## config.mk

```make
export PLATFORM = sky130hd
export DESIGN_NAME = fetch_controller
export DESIGN_NICKNAME = d
export VERILOG_FILES = /design/src/rtl/fetch_pkg.sv /design/src/rtl/fetch_ifid_reg.sv /design/src/rtl/fetch_controller.sv
export SDC_FILE = /design/constraint.sdc
export NUM_CORES = 1
export LEC_CHECK = 0
export CAP_MARGIN = 5
export CORE_MARGIN = 5
export CORE_UTILIZATION = 30
export DETAILED_ROUTE_END_ITERATION = 8
export HOLD_SLACK_MARGIN = 0.05
export PLACE_DENSITY = 0.61
export SLEW_MARGIN = 20
export SYNTH_ARGS = -nofsm -noshare
export SYNTH_HDL_FRONTEND = slang
export SYNTH_HIERARCHICAL = 1
export SYNTH_SLANG_ARGS = --single-unit
```

## constraint.sdc

```tcl
create_clock -name clk -period 7.3 [get_ports clk]
set_clock_uncertainty 0.05 [all_clocks]
set_input_delay 0.73 -clock clk [delete_from_list [all_inputs] [get_ports clk]]
set_output_delay 0.73 -clock clk [all_outputs]
set_load 0.1 [all_outputs]
```

## src/rtl/fetch_pkg.sv

```systemverilog
// Purpose: shared types and constants for the instruction-fetch stage.
// Latency: n/a (declarations only).
// Backpressure: n/a.
package fetch_pkg;

    typedef enum logic [0:0] {
        RUN   = 1'b0,
        FLUSH = 1'b1
    } fetch_state_t;

    localparam logic [31:0] NOP_INSTR = 32'hD503201F;
    localparam logic [63:0] PC_STEP   = 64'd4;
    localparam int          CNT_W     = 4;

    // Instruction addresses are word aligned; the low two bits are dropped.
    localparam logic [63:0] PC_ALIGN_MASK = ~64'h3;

    // Saturating increment for the bubble counter.
    function automatic logic [15:0] sat_inc16(input logic [15:0] val);
        return (val == 16'hFFFF) ? val : val + 16'd1;
    endfunction

endpackage

```

## src/rtl/fetch_ifid_reg.sv

```systemverilog
// Purpose: IF/ID pipeline register with load enable and flush-to-bubble.
// Latency: 1 cycle from pc_in/instr_in to pc/instr.
// Backpressure: load=0 holds contents; flush overrides load and inserts a NOP bubble.
//
// Ports: clk, rst (async, active high); load, flush controls;
//        pc_in/instr_in capture data; valid/pc/instr registered outputs.
module fetch_ifid_reg
    import fetch_pkg::*;
(
    input  logic        clk,
    input  logic        rst,
    input  logic        load,
    input  logic        flush,
    input  logic [63:0] pc_in,
    input  logic [31:0] instr_in,
    output logic        valid,
    output logic [63:0] pc,
    output logic [31:0] instr
);

    always_ff @(posedge clk or posedge rst) begin
        if (rst) begin
            valid <= 1'b0;
            pc    <= 64'd0;
            instr <= NOP_INSTR;
        end else if (flush) begin
            // Bubble: pc is left alone, only valid/instr are forced.
            valid <= 1'b0;
            instr <= NOP_INSTR;
        end else if (load) begin
            valid <= 1'b1;
            pc    <= pc_in;
            instr <= instr_in;
        end
    end

endmodule

```

## src/rtl/fetch_controller.sv

```systemverilog
// Purpose: owns the fetch PC; advances, stalls or redirects it and fills IF/ID.
// Latency: instruction at fetch_pc lands in IF/ID on the next edge; redirect costs 1+FLUSH_CYCLES bubbles.
// Backpressure: stall holds PC and IF/ID in RUN; ignored during FLUSH; redirect always wins.
//
// Ports: clk, reset (async, active high); stall, redirect, redirect_pc from hazard/branch logic;
//        fetch_instr from instruction memory; fetch_pc to instruction memory;
//        ifid_valid/ifid_pc/ifid_instr to decode; flush_count saturating bubble counter.
module fetch_controller
    import fetch_pkg::*;
#(
    parameter logic [63:0] PC_RESET     = 64'h0,
    parameter int          FLUSH_CYCLES = 0
) (
    input  logic        clk,
    input  logic        reset,
    input  logic        stall,
    input  logic        redirect,
    input  logic [63:0] redirect_pc,
    input  logic [31:0] fetch_instr,
    output logic [63:0] fetch_pc,
    output logic        ifid_valid,
    output logic [63:0] ifid_pc,
    output logic [31:0] ifid_instr,
    output logic [15:0] flush_count
);

    // Value loaded into the bubble counter when a flush window opens.
    localparam int               FLUSH_LAST = (FLUSH_CYCLES > 0) ? FLUSH_CYCLES - 1 : 0;
    localparam logic [CNT_W-1:0] CNT_INIT   = FLUSH_LAST[CNT_W-1:0];
    localparam fetch_state_t     OPEN_STATE = (FLUSH_CYCLES > 0) ? FLUSH : RUN;

    fetch_state_t     state;
    logic [CNT_W-1:0] cnt;

    logic ifid_flush;
    logic ifid_load;

    // Redirect and every FLUSH slot produce a bubble; otherwise load unless stalled.
    always_comb begin
        ifid_flush = redirect || (state == FLUSH);
        ifid_load  = !stall;
    end

    always_ff @(posedge clk or posedge reset) begin
        if (reset) begin
            state       <= OPEN_STATE;
            cnt         <= CNT_INIT;
            fetch_pc    <= PC_RESET;
            flush_count <= 16'd0;
        end else if (redirect) begin
            state       <= OPEN_STATE;
            cnt         <= CNT_INIT;
            fetch_pc    <= redirect_pc & PC_ALIGN_MASK;
            flush_count <= sat_inc16(flush_count);
        end else if (state == FLUSH) begin
            flush_count <= sat_inc16(flush_count);
            if (cnt == '0) begin
                state <= RUN;
            end else begin
                cnt <= cnt - 1'b1;
            end
        end else if (!stall) begin
            // Wraps modulo 2^64 by construction.
            fetch_pc <= fetch_pc + PC_STEP;
        end
    end

    fetch_ifid_reg u_ifid (
        .clk      (clk),
        .rst      (reset),
        .load     (ifid_load),
        .flush    (ifid_flush),
        .pc_in    (fetch_pc),
        .instr_in (fetch_instr),
        .valid    (ifid_valid),
        .pc       (ifid_pc),
        .instr    (ifid_instr)
    );

endmodule

```

=== Word level (Yosys, flattened, before mapping) ===
Index checks and enable logic that the tools add are counted.

* Word-level logic and storage cells: 39
* Bits of input ports: 100
* Register bits after elaboration: 182
* Output and inout bits: 177

* Add/sub/neg operators: 3
* Reductions and logical operators: 6
* Bitwise operators: 2
* Eq/ne operators: 5
* Multiplexer cells: 16

{| class="wikitable"
|+ Operators with widths
! cell !! count
|-
| two-way mux 64 bit || 3
|-
| adder 64 x 3 -> 64 bit (second input constant) || 1
|-
| two-way mux 32 bit || 2
|-
| two-way mux 16 bit || 3
|-
| adder 16 x 1 -> 16 bit (second input constant) || 1
|-
| == test 16 bit (second input constant) || 1
|-
| two-way mux 4 bit || 3
|-
| AND reduction 2 bit || 3
|-
| two-way mux 1 bit || 5
|-
| logical NOT 4 bit || 1
|-
| != test 2 x 1 -> 1 bit (second input constant) || 2
|-
| != test 2 bit (second input constant) || 2
|-
| subtractor 4 x 1 -> 4 bit (second input constant) || 1
|-
| inverter 1 bit || 2
|-
| nonzero test 2 bit || 1
|-
| logical OR 1 bit || 1
|}

=== Longest topological paths before layout ===
Gate-level depths: netlist (run 1).

* Depth in word-level cells: 4
* Mapped depth: 8
* Mapped depth without buffers: 7

=== Cells and area by module ===
Netlist (run 1), hierarchy kept.

{| class="wikitable"
|+ Modules (own cells, without submodules)
! module !! seq. area each (sq um) !! area an instance (sq um) !! instances !! cells each
|-
| fetch_controller || 2,077.0 || 4,543.1 || 1 || 509
|-
| fetch_ifid_reg || 2,443.6 || 4,086.4 || 1 || 245
|}

=== Least setup slack after synthesis (run 1) ===
No wires, ideal clock.

* Path type: reg2reg
* From: register fetch_pc[2]
* To: register fetch_pc[56]
* Arrival time: 3,535 ps
* Buffers on the path: 1
* Stages on the path, launching flop included: 8
* Clock period less this slack: 3,667 ps
* Library setup time: 82 ps
* Data required time: 7,168 ps
* Setup slack: 3,633 ps
* Cells stage by stage: dfrtp_1 -> ha_1 -> or3b_4 -> or4_4 -> or4_1 -> buf_2 -> or4_1 -> a31oi_1

* Word-level cells in the longest chain between the ends: 4

{| class="wikitable"
|+ RTL lines
! element !! RTL line !! text
|-
| start, declared || fetch_controller.sv:20 || <nowiki>output logic [63:0] fetch_pc,</nowiki>
|-
| start signal, assigned || fetch_controller.sv:53 || <nowiki>fetch_pc <= redirect_pc & PC_ALIGN_MASK;</nowiki>
|-
| start signal, assigned || fetch_controller.sv:64 || <nowiki>fetch_pc <= fetch_pc + PC_STEP;</nowiki>
|-
| adder 64 x 3 -> 64 bit || fetch_controller.sv:64 ||
|-
| two-way mux 64 bit || fetch_controller.sv:62 || <nowiki>end else if (!stall) begin</nowiki>
|-
| two-way mux 64 bit || fetch_controller.sv:55 || <nowiki>end else if (state == FLUSH) begin</nowiki>
|-
| two-way mux 64 bit || fetch_controller.sv:50 || <nowiki>end else if (redirect) begin</nowiki>
|}

No other way between the ends. The select of a mux whose other input is x is not followed.
A chain may end at the register's enable or synchronous reset.

=== Worst setup path after layout (run 1) ===
* From: input port stall
* To: register u_ifid.pc[7]

* Word-level cells in the longest chain between the ends: 2

{| class="wikitable"
|+ RTL lines
! element !! RTL line !! text
|-
| start, declared || fetch_controller.sv:16 || <nowiki>input logic stall,</nowiki>
|-
| inverter 1 bit (no line) || -- ||
|-
| AND reduction 2 bit (no line) || -- ||
|-
| end signal, assigned || fetch_ifid_reg.sv:32 || <nowiki>pc <= pc_in;</nowiki>
|-
| end, declared || fetch_ifid_reg.sv:17 || <nowiki>output logic [63:0] pc,</nowiki>
|}

No other way between the ends.

==> impl_metrics.py, run 1 <==
metrics = {
    "power_and_ir_drop": {
        "power.share.clock": 0.257,
        "p_int_w": 0.00208,
        "power_leakage_nw": 5.02,
        "power_density_mw_per_mm2": 310,
        "p_sw_w": 0.00170,
        "ir_drop_mv": 0.194,
        "combinationalPowerShare": 0.411,
        "pwr-share-seq": 0.333,
        "swShare": 0.451,
    },
    "yosys": {
        "avgSynthCellArea_sq_um": 11.4,
        "ys_ff_latch": 180,
        "synth-async-reset-ratio": 1.00,
        "synth_ff_type": "dfrtp_1",
        "yosys_warnings": 6,
        "syn_area_sq_mm": 0.00863,
        "synth_edf_count": 0,
        "synth_cells": 754,
        "seq_area_frac_synth": 0.524,
        "synth_cell_types": 48,
    },
    "clock_network": {
        "cts-root-buf": "clkbuf_16",
        "clkSinkCount": 180,
        "cts_hold_buffers": 0,
        "tritoncts.num_buffers": 17,
        "cts.path.max_buffers": 2,
        "post-cts-setup-buffer-count": 0,
        "clock_latency_ps": 430,
        "path_clk_slew_ps": 70,
        "postCtsResizedCells": 0,
        "htree_levels": 4,
        "cts_tree": "done",
    },
    "setup_path": {
        "path_cells": "clkdlybuf4s50_1 > inv_2 > nor2b_4 > buf_4 > mux2_1",
        "cp_max_fo": 47,
        "reg2reg_depth": 6,
        "required_ps": 7550,
        "start_kind": "primary input",
        "r2r_end": "fetch_pc[58]$_DFFE_PP0P_",
        "r2r_setup_slack_ps": 3770,
        "crit_slowest_cell": "nor2b_4",
        "setup.worst_path.class": "primary input to flop",
        "cpPeakStageDelay_ps": 910,
        "cp_top_family": "buffers and inverters",
        "r2r_start": "fetch_pc[2]$_DFFE_PP0P_",
        "endpoint_kind": "flop",
        "cp_num_buf_inv": 3,
        "crit_arrival_ps": 4090,
    },
    "detailed_routing": {
        "wl_um": 24600,
        "drc": 0,
        "post_drt_wl_per_cell_um": 17.4,
        "drt_iter0_drc": 371,
        "first_pass_iters": 4,
        "via_count": 6680,
        "ant_nets": 0,
        "vias_per_cell": 4.73,
    },
    "timing": {
        "fin_ws_ps": 3460,
        "rsz0062_at_grt": "false",
        "finalMaxSlewViolations": 0,
        "max_freq_mhz": 261,
        "hold_violations": 0,
        "worstMarginPinSlew_ps": 1020,
        "setup_tns_ps": 0,
        "hold_ws_ps": 443,
        "max-slew-margin-rel": 0.317,
        "min_period_ps": 3840,
        "finalSetupViolations": 0,
        "min_period_over_period": 0.526,
    },
    "final_layout": {
        "syn_to_final_growth_pct": 41.2,
        "drive_gt1_frac": 0.118,
        "post-route-util": 0.427,
        "nNetsFinal": 1118,
        "final_area_sq_mm": 0.0122,
        "final_common_cell": "clkdlybuf4s50_1",
        "layout_common_cells": "271 x clkdlybuf4s50_1, 167 x dfrtp_1, 67 x nor2_1",
    },
    "min_path": {
        "holdPathEnd": "u_ifid/pc[6]$_DFFE_PP0P_",
        "hp-start": "u_ifid/pc[6]$_DFFE_PP0P_",
        "worstHoldPathType": "flop to flop",
        "min_path_cells": 1,
    },
    "placement": {
        "place.gp.congestion": 0.770,
        "hpwl_um": 17500,
        "io_buffers": 272,
        "placed_area_sq_mm": 0.0116,
        "pre_cts_ws_ps": 2910,
    },
    "floorplan": {
        "core_area_sq_mm": 0.0285,
        "ioPinCount": 277,
        "dieArea_sq_mm": 0.0323,
        "initial_utilization": 0.302,
        "die_w_um": 180,
        "die_h_um": 180,
        "fp-row-count": 62,
    },
    "global_route": {
        "grt_pass1_wl_um": 39900,
        "grt_antenna_before_repair": 1,
        "gr-usage-all-layers": 0.151,
        "grt_overflow_total": 0,
        "grt_start_max_net_pins": 84,
        "grt_pass1_vias": 6850,
    },
    "job": {
        "max_cap_viol_count": 0,
    },
    "outcome": {
        "status": "finished, final reports clean",
    },
}
## flip-flops by register name (all words and copies together), names as in the netlist
| signal | cells |
|---|---|
| cnt | 4 |
| fetch_pc | 62 |
| u_ifid/pc | 64 |
| u_ifid/instr | 32 |
| flush_count | 16 |
| u_ifid/valid | 1 |
| state | 1 |
## cells by family (layout without fill, tap and decap cells)
group / after synthesis / count (layout) / share of synthesized area
other cells: 1 / 5 / 0.000435
compound gates: 101 / 101 / 0.0747
xor+xnor: 51 / 51 / 0.0518
fa+ha+maj: 4 / 4 / 0.00580
mux: 86 / 86 / 0.135
buf+inv: 57 / 326 / 0.0439
flops: 180 / 180 / 0.524
simple gates: 274 / 274 / 0.164
## synth_stat cells, types with 3 or more instances
| library cell | instances | area [sq um] |
|---|---|---|
| buf_4 | 3 | 22.5 |
| mux2_4 | 60 | 901 |
| nor2_1 | 67 | 251 |
| o31ai_1 | 14 | 105 |
| or3_1 | 9 | 56.3 |
| buf_12 | 7 | 140 |
| clkbuf_1 | 24 | 90.1 |
| dfrtp_1 | 167 | 4180 |
| o21ai_0 | 43 | 215 |
| and4_1 | 7 | 61.3 |
| nand3_1 | 36 | 180 |
| xnor2_1 | 28 | 245 |
| inv_1 | 16 | 60.1 |
| and2_1 | 3 | 18.8 |
| nand2_1 | 62 | 233 |
| nor4_1 | 7 | 43.8 |
| a31oi_1 | 23 | 144 |
| buf_6 | 5 | 56.3 |
| and3_1 | 16 | 100 |
| nor2b_1 | 13 | 81.3 |
| mux2i_1 | 20 | 200 |
| mux2_1 | 4 | 45.0 |
| ha_1 | 4 | 50.1 |
| xor2_1 | 23 | 201 |
| nor3_1 | 4 | 20.0 |
| a211o_1 | 14 | 123 |
| dfstp_2 | 13 | 342 |
| or4_1 | 16 | 120 |
| nand4_1 | 22 | 138 |
## routing by layer
layer	part of all wire	track usage
met1	0.45	0.197
met3	0.063	0.0487
met2	0.48	0.247
met5	0.00028	0
met4	0.0081	0.0326
## power groups by stage
stage                     Sequential, W  Combinational (W)  Clock [W]
after floorplan                 0.00218           0.000259          0
final                           0.00126            0.00155   0.000970
after CTS                       0.00126            0.00157    0.00101
after global routing            0.00128            0.00160    0.00105
after global placement          0.00127            0.00156          0
after detailed placement        0.00127            0.00157          0
## layout make-up
class	instances	area, sq um
Fill cell	2801	16400
Sequential cell	180	4520
Multi-Input combinational cell	520	3740
Timing Repair Buffer	279	2770
Tap cell	384	480
Clock buffer	18	429
Clock inverter	13	175
Inverter	16	65.1
Antenna cell	1	2.50
## how the worst max path moves through the flow
stage,from,to,depth (start not counted)
after floorplan,fetch_pc[2]$_DFFE_PP0P_,fetch_pc[56]$_DFFE_PP0P_,7
after global placement,stall,u_ifid/pc[7]$_DFFE_PP0P_,5
after detailed placement,stall,u_ifid/pc[7]$_DFFE_PP0P_,5
after CTS,stall,u_ifid/pc[7]$_DFFE_PP0P_,5
after global routing,stall,u_ifid/pc[7]$_DFFE_PP0P_,5
final,stall,u_ifid/pc[7]$_DFFE_PP0P_,5
## metrics by stage
stage / instances / power [W]
after floorplan: 757 / 0.00244
after global placement: 1379 / 0.00283
after detailed placement: 1379 / 0.00284
after CTS: 1410 / 0.00383
after global routing: 1410 / 0.00393
final: 1411 / 0.00378
No activity file was read; power rests on OpenSTA's default activity.
==> inputs of run 2 (changes only) <==
Settings changed: PLACE_DENSITY 0.61 to 0.63.
Clock period 7.3 ns to 3.14 ns, I/O delays scaled along.
==> run 2 against run 1 <==
Sequential share of layout area is 0.43 points higher. Combinational power rose by 130%. Flip-flop and latch count is the same. First-iteration DRC count is 1.1% lower. Design area down 0.89%. Die area stayed put. Final cell count rose by 0.85%. Register-to-register slack worse by 3400 ps. Via count is 0.52% higher. Critical path type is now flop to flop. Largest cell class unchanged.
==> impl_metrics.py, run 2 (synthesis results as in run 1) <==
metrics = {
    "outcome": {
        "status": "finished, final reports clean",
    },
    "global_route": {
        "grt_pass1_vias": 6968,
        "gr-usage-all-layers": 0.152,
        "grt_start_max_net_pins": 84,
        "grt_antenna_before_repair": 1,
        "grt_overflow_total": 0,
        "grt_pass1_wl_um": 39700,
    },
    "floorplan": {
        "die_h_um": 180,
        "ioPinCount": 277,
        "initial_utilization": 0.302,
        "dieArea_sq_mm": 0.0323,
        "core_area_sq_mm": 0.0285,
        "die_w_um": 180,
        "fp-row-count": 62,
    },
    "setup_path": {
        "required_ps": 3440,
        "cp.depth": 6,
        "r2r_start": "fetch_pc[2]$_DFFE_PP0P_",
        "cp_num_buf_inv": 0,
        "cp_max_fo": 9,
        "r2r_end": "fetch_pc[46]$_DFFE_PP0P_",
        "cpPeakStageDelay_ps": 550,
        "endpoint": "fetch_pc[46]$_DFFE_PP0P_",
        "start_kind": "flop",
        "crit_start": "fetch_pc[2]$_DFFE_PP0P_",
        "endpoint_kind": "flop",
        "reg2reg_depth": 6,
        "cp_top_family": "simple AND/OR/NAND/NOR gates",
        "r2r_setup_slack_ps": 340,
        "setup.worst_path.class": "flop to flop",
        "path_cells": "ha_4 > or3b_4 > or4_4 > or3_1 > or4_1 > a31oi_1",
        "crit_slowest_cell": "or3_1",
        "crit_arrival_ps": 3100,
    },
    "final_layout": {
        "final_common_cell": "clkdlybuf4s50_1",
        "drive_gt1_frac": 0.235,
        "syn_to_final_growth_pct": 39.9,
        "largestRegisters": "u_ifid/pc x64, fetch_pc x62, u_ifid/instr x32",
        "post-route-util": 0.423,
        "nNetsFinal": 1130,
        "antenna_cells": 0,
        "layout_common_cells": "171 x clkdlybuf4s50_1, 158 x dfrtp_1, 116 x buf_4",
        "regMostFlops": "u_ifid/pc",
        "largest_register_ffs": 64,
        "nFillCells": 2817,
    },
    "detailed_routing": {
        "wl_um": 24800,
        "ant_nets": 0,
        "drt_iter0_drc": 367,
        "post_drt_wl_per_cell_um": 17.4,
        "via_count": 6715,
        "drc": 0,
        "first_pass_iters": 4,
        "vias_per_cell": 4.72,
    },
    "clock_network": {
        "post-cts-setup-buffer-count": 0,
        "clkSinkCount": 180,
        "tritoncts.num_buffers": 17,
        "cts_tree": "done",
        "cts.path.max_buffers": 2,
        "cts_hold_buffers": 0,
        "clock_latency_ps": 430,
        "path_clk_slew_ps": 70,
        "cts-root-buf": "clkbuf_16",
        "htree_levels": 4,
        "postCtsResizedCells": 0,
    },
    "job": {
        "max_cap_viol_count": 0,
    },
    "timing": {
        "worstMarginPinSlew_ps": 1020,
        "max_freq_mhz": 357,
        "finalMaxSlewViolations": 0,
        "setup_tns_ps": 0,
        "min_period_over_period": 0.891,
        "rsz0062_at_grt": "false",
        "finalSetupViolations": 0,
        "max-slew-margin-rel": 0.318,
        "min_period_ps": 2800,
        "hold_violations": 0,
    },
    "power_and_ir_drop": {
        "combinationalPowerShare": 0.411,
        "swShare": 0.456,
        "pwr-share-seq": 0.335,
        "p_int_w": 0.00474,
        "ir_drop_mv": 0.777,
        "power_leakage_nw": 5.17,
        "p_sw_w": 0.00398,
        "power.share.clock": 0.253,
        "power_density_mw_per_mm2": 722,
    },
    "placement": {
        "io_buffers": 272,
        "place.gp.congestion": 0.770,
        "hpwl_um": 18200,
    },
    "min_path": {
        "worstHoldPathType": "primary input to asynchronous set/reset pin",
    },
}
-- run 2: cell types whose count changed in the layout (fill, tap and decap cells not counted), sizes merged --
cell	change
buf	+112
diode	-1
bufinv	-1
clkbuf	+2
inv	-2
clkdlybuf4s50	-100
clkinv	+3
clkinvlp	-1
-- run 2: power groups by stage --
stage          clock (W)  combinational, W  sequential, W
2_1_floorplan          0          0.000604        0.00508
3_3_place_gp           0           0.00359        0.00296
3_5_place_dp           0           0.00361        0.00296
4_1_cts          0.00228           0.00362        0.00292
5_1_grt          0.00238           0.00370        0.00298
6_report         0.00221           0.00359        0.00292
-- run 2: how the worst min path moves through the flow --
| stage | endpoint | depth (start not counted) |
|---|---|---|
| after floorplan | fetch_pc[51]$_DFFE_PP0P_ | 2 |
| after global placement | u_ifid/pc[8]$_DFFE_PP0P_ | 1 |
| after detailed placement | u_ifid/pc[9]$_DFFE_PP0P_ | 1 |
| after CTS | fetch_pc[9]$_DFFE_PP0P_ | 3 |
| after global routing | fetch_pc[14]$_DFFE_PP0P_ | 3 |
| final | u_ifid/instr[27]$_DFFE_PP0P_ | 2 |
-- run 2: layer usage --
| layer | vias to the layer above | part of all wire | global-route usage | wire length (um) |
|---|---|---|---|---|
| met4 | 2 | 0.012 | 0.0363 | 310 |
| met2 | 197 | 0.47 | 0.248 | 11600 |
| met1 | 3271 | 0.46 | 0.195 | 11300 |
| met3 | 16 | 0.065 | 0.0511 | 1620 |
| met5 | - | 0.00052 | 0 | 13 |
| li1 | 3229 | - | - | - |
-- run 2: final cells by class --
type | count | area [sq um] | share of cell area
Clock buffer | 20 | 447 | 0.0370
Clock inverter | 12 | 148 | 0.0122
Inverter | 16 | 63.8 | 0.00528
Multi-Input combinational cell | 520 | 3760 | 0.311
Sequential cell | 180 | 4530 | 0.375
Tap cell | 384 | 480 | 0.0398
Timing Repair Buffer | 291 | 2650 | 0.219
-- run 2: through the flow --
stage	instances	hold slack [ps]	cell area, sq um	setup slack [ps]	power (W)
after CTS	1423	364	12100	300	0.00882
after floorplan	757	384	8670	65.1	0.00569
after detailed placement	1391	430	11500	78.0	0.00657
after global routing	1423	372	12100	239	0.00906
after global placement	1391	423	11500	97.0	0.00655
final	1423	373	12100	342	0.00872
